**src/rtl/sa_feeder.sv**
```systemverilog
// rtl/sa_feeder.sv - systolic array operand feeder with diagonal skew and pass framing
// Accepts one K-step (X column, W row) per handshake and frames each pass with start/end flags.
module sa_feeder #(
  parameter int D_W    = 8,
  parameter int SA_R   = 16,
  parameter int SA_C   = 16,
  parameter int K_W    = 8,
  parameter int PE_LAT = 1
) (
  input  logic                       I_CLK,
  input  logic                       I_RST,
  input  logic                       I_START,
  input  logic [K_W-1:0]             I_K,
  input  logic                       I_VLD,
  input  logic [0:SA_R-1][D_W-1:0]   I_X_COL,
  input  logic [0:SA_C-1][D_W-1:0]   I_W_ROW,
  output logic                       O_RDY,
  output logic                       O_START_FLAG,
  output logic                       O_END_FLAG,
  output logic [0:SA_R-1][D_W-1:0]   O_X,
  output logic [0:SA_C-1][D_W-1:0]   O_W,
  output logic                       O_BUSY
);

  localparam int DRN  = SA_R + SA_C - 1 + PE_LAT;
  localparam int DC_W = $clog2(SA_R + SA_C + PE_LAT + 1);
  localparam logic [DC_W-1:0] DRN_LAST = DC_W'(DRN - 1);

  typedef enum logic [1:0] {S_IDLE, S_FEED, S_DRAIN, S_END} state_t;

  state_t          r_state;
  logic [K_W-1:0]  r_k;
  logic [K_W-1:0]  r_cnt;
  logic [DC_W-1:0] r_dcnt;
  logic            w_acc;
  logic [K_W-1:0]  w_cnt_nxt;

  // O_RDY is only ever high in FEED, so it alone qualifies an accept.
  assign w_acc     = I_VLD & O_RDY;
  assign w_cnt_nxt = r_cnt + K_W'(1);

  always_ff @(posedge I_CLK) begin
    if (I_RST) begin
      r_state      <= S_IDLE;
      r_k          <= '0;
      r_cnt        <= '0;
      r_dcnt       <= '0;
      O_RDY        <= 1'b0;
      O_START_FLAG <= 1'b0;
      O_END_FLAG   <= 1'b0;
      O_BUSY       <= 1'b0;
    end else begin
      case (r_state)
        S_IDLE: begin
          O_END_FLAG <= 1'b0;
          if (I_START) begin
            r_k          <= I_K;
            r_cnt        <= '0;
            r_state      <= S_FEED;
            O_START_FLAG <= 1'b1;
            O_RDY        <= (I_K != '0);
            O_BUSY       <= 1'b1;
          end
        end
        S_FEED: begin
          O_START_FLAG <= 1'b0;
          if (r_k == '0) begin
            r_state <= S_DRAIN;
            r_dcnt  <= '0;
            O_RDY   <= 1'b0;
          end else if (w_acc) begin
            r_cnt <= w_cnt_nxt;
            if (w_cnt_nxt == r_k) begin
              r_state <= S_DRAIN;
              r_dcnt  <= '0;
              O_RDY   <= 1'b0;
            end
          end
        end
        S_DRAIN: begin
          if (r_dcnt == DRN_LAST) begin
            r_state    <= S_END;
            O_END_FLAG <= 1'b1;
          end else begin
            r_dcnt <= r_dcnt + DC_W'(1);
          end
        end
        S_END: begin
          O_END_FLAG <= 1'b0;
          O_BUSY     <= 1'b0;
          r_state    <= S_IDLE;
        end
        default: r_state <= S_IDLE;
      endcase
    end
  end

  // Lane n is an (n+1)-deep shift register; non-accept cycles push zero bubbles.
  for (genvar i = 0; i < SA_R; i++) begin : g_x
    logic [D_W-1:0] r_sh [0:i];
    always_ff @(posedge I_CLK) begin
      if (I_RST) begin
        for (int s = 0; s <= i; s++) r_sh[s] <= '0;
      end else begin
        r_sh[0] <= w_acc ? I_X_COL[i] : '0;
        for (int s = 1; s <= i; s++) r_sh[s] <= r_sh[s-1];
      end
    end
    assign O_X[i] = r_sh[i];
  end

  for (genvar j = 0; j < SA_C; j++) begin : g_w
    logic [D_W-1:0] r_sh [0:j];
    always_ff @(posedge I_CLK) begin
      if (I_RST) begin
        for (int s = 0; s <= j; s++) r_sh[s] <= '0;
      end else begin
        r_sh[0] <= w_acc ? I_W_ROW[j] : '0;
        for (int s = 1; s <= j; s++) r_sh[s] <= r_sh[s-1];
      end
    end
    assign O_W[j] = r_sh[j];
  end

endmodule

```
**config.mk**
```make
export PLATFORM = sky130hd
export DESIGN_NAME = sa_feeder
export DESIGN_NICKNAME = d
export VERILOG_FILES = /design/src/rtl/sa_feeder.sv
export SDC_FILE = /design/constraint.sdc
export NUM_CORES = 2
export LEC_CHECK = 0
export ABC_AREA = 0
export ABC_CLOCK_PERIOD_IN_PS = 5400
export CAP_MARGIN = 40
export CELL_PAD_IN_SITES_DETAIL_PLACEMENT = 1
export CELL_PAD_IN_SITES_GLOBAL_PLACEMENT = 2
export CORE_MARGIN = 2
export CORE_UTILIZATION = 36
export DETAILED_ROUTE_END_ITERATION = 6
export PLACE_DENSITY = 0.81
export SYNTH_ARGS = -nofsm -noshare
export SYNTH_HDL_FRONTEND = slang
export SYNTH_SLANG_ARGS = --single-unit
```
**constraint.sdc**
```tcl
create_clock -name I_CLK -period 5.4 [get_ports I_CLK]
set_clock_uncertainty 0.15 [all_clocks]
set_input_delay 0.81 -clock I_CLK [delete_from_list [all_inputs] [get_ports I_CLK]]
set_output_delay 0.81 -clock I_CLK [all_outputs]
set_load 0.02 [all_outputs]
```
==> flow_summary.ini <==
[drt]
ant_nets = 0
vias_per_cell = 4.015
drt_iter0_markers = 1137
drc = 0
num_vias = 30890
wirelength_mm = 103.9
drt-pass1-iter-count = 4
routedWlPerCell_um = 13.51

[floorplanning]
dieArea_um2 = 172400
die_x_um = 415.2
coreArea_um2 = 167600
pin_count = 528
initial_utilization = 0.3631
rows = 150
fp.dieH_um = 415.2

[sta]
worst_pin_slew_ns = 1.037
rsz0062_at_grt = false
setup_violations = 0
slew_headroom = 0.3088
min_period_ns = 2.926
hold_viol = 0
fmax_mhz = 341.8
maxSlewViolCount = 0
min_period_over_period = 0.5418
final.setup.tns_ns = 0

[clocking]
clockRootBuffer = clkbuf_16
hold_buffers = 0
insertion_delay_ns = 0.82
cts.clk_slew.worst_paths_ns = 0.06
cts.repair.resized = 0
cts_buffers = 217
cts_buffer_depth = 3
cts_tree = built
post_cts_buffers = 0
htree_levels = 4
clock_sinks = 2204

[setup_path]
critPathTopFamily = buffers and inverters
critPathArrivalTime_ns = 1.97
critPathSlowestCell = clkdlybuf4s50_1
startpoint_type = flip-flop
critPathKind = reg2out
max_stage_delay_ns = 0.66
path_max_fanout = 1
end_kind = output port
worstPathCellList = clkdlybuf4s50_1
path_buf_inv = 1
worst_ep_required_time_ns = 4.44

[final_layout]
synthToLayoutAreaGrowth_pct = 22.20
num-fill-cells = 17280
multi_input_area_um2 = 14620
ff_latch_area_um2 = 44120
fin_nets = 5580
design_area_um2 = 74370
utilization = 0.4437
drive_above_1_share = 0.06546

[logic_synthesis]
synth-xor-area-share = 0.001151
synth_top_area_share = 0.7250
ys_top_cells_by_area = dfxtp_1 73%, nor2b_1 20%, and2_1 2.7%
ys_ff_latch = 2204
synth.yosys.warnings = 0
synth-adder-area-share = 0.001234
synth_top_area_cell = dfxtp_1
synth_compound_area_frac = 0.006106
synth.most_common_cell = dfxtp_1
netlist_top_cells_count = 2204 x dfxtp_1, 1920 x nor2b_1, 261 x and2_1
synthMuxAreaShare = 0.0004934
avgSynthCellArea_um2 = 12.30
synthesis.area_um2 = 60860
synthArstFlopShare = 0
synth.net_count = 5222
synth_flop_cell = dfxtp_1
netlist-cell-type-count = 47
synth-simple-area-share = 0.2311
synth_edf_count = 0
yosysSeqAreaShare = 0.7250
synth_top_family_by_area = simple AND/OR/NAND/NOR gates
synthCells = 4948

[grt]
grt_pass1_vias = 31100
gr-total-overflow = 0
grt_pass1_wl_mm = 164.2
antenna_found_initial = 19
track_usage = 0.1195
grt_start_max_net_pins = 242

[worst_hold_path]
min_path_type = reg2reg

[place]
io_buffers = 527
post-dp-hpwl_mm = 62.28
gp_congestion = 0.7582
dpl_cell_area_um2 = 67060

[power]
power.density_nw_per_um2 = 437.2
p_leak_uw = 0.02890
ir_drop_uv = 302.1

[run]
cap_violations = 0

[run_status]
status = finished, final reports clean
cells by family (layout without fill, tap and decap cells):
kind of cell / count (synthesis) / count (layout)
AO/OA/AOI/OAI: 56 / 56
XOR/XNOR: 8 / 8
adder cells (fa/ha/maj): 6 / 6
buffers and inverters: 410 / 946
flip-flops: 2204 / 2204
multiplexers: 3 / 3
other: 0 / 6
AND/OR/NAND/NOR: 2261 / 2261
flip-flops by register name (all words and copies together), names as in the netlist:
register      flops
g_w.r_sh       1088
O_START_FLAG      1
O_BUSY            1
r_cnt             8
g_x.r_sh       1088
O_RDY             1
O_END_FLAG        1
r_state           2
r_dcnt            6
r_k               8
per-stage QoR:
| stage | power, uW | cells | setup slack [ns] | hold slack, ns |
|---|---|---|---|---|
| finish | 32520 | 7694 | 2.474 | 0.2606 |
| global route | 33900 | 7691 | 2.390 | 0.2681 |
| CTS | 33110 | 7688 | 2.330 | 0.2553 |
| detailed placement | 17930 | 7291 | 1.973 | 0.2736 |
| global placement | 17890 | 7290 | 2.044 | 0.2651 |
| floorplan | 17500 | 4948 | 3.146 | 0.2638 |
worst paths after layout:
| check | slack [ns] | cells after the start | end | from |
|---|---|---|---|---|
| min reg2reg | 0.26 | 1 | g_x[14].r_sh[1][28] | g_x[14].r_sh[1][20] |
| max | 2.47 | 1 | O_X[84] | g_x[5].r_sh[5][4] |
| max reg2reg | 2.85 | 7 | r_dcnt[3] | r_cnt[0] |
| min | 0.26 | 1 | g_x[14].r_sh[1][28] | g_x[14].r_sh[1][20] |
cell type report:
type,count,share of cell area
clock inverter,76,0.01415
clock buffer,321,0.08392
antenna,6,0.0002019
multi-input combinational,2334,0.1965
inverter,7,0.0003533
tap,2204,0.03708
sequential,2204,0.5933
timing repair buffer,542,0.07446
cells in the final DEF (no fill, tap or decap), types with 7 or more instances in the layout:
| cell type | Yosys | final |
|---|---|---|
| bufinv_16 | 0 | 14 |
| clkinv_2 | 0 | 33 |
| buf_12 | 0 | 9 |
| clkbuf_8 | 0 | 42 |
| and2_1 | 261 | 261 |
| and3_1 | 7 | 7 |
| clkdlybuf4s50_1 | 0 | 526 |
| dfxtp_1 | 2204 | 2204 |
| nor2b_1 | 1920 | 1920 |
| nor2_1 | 18 | 17 |
| a21oi_1 | 24 | 24 |
| nand2_1 | 27 | 27 |
| clkbuf_16 | 0 | 217 |
| clkinv_16 | 0 | 8 |
| o21ai_0 | 8 | 8 |
| clkbuf_1 | 243 | 62 |
metal layers:
layer,wire length (um),global-route usage,vias to the layer above
met2,50500,0.2051,593
met3,8828,0.05247,252
li1,-,-,15550
met4,3794,0.05747,22
met1,40680,0.1246,14480
met5,119,0,-
power breakdown:
group / switching (uW) / internal [uW]
Sequential: 68.5 / 16500
Clock: 6240 / 8720
Combinational: 561 / 434
(Power assumes the default switching activity.)
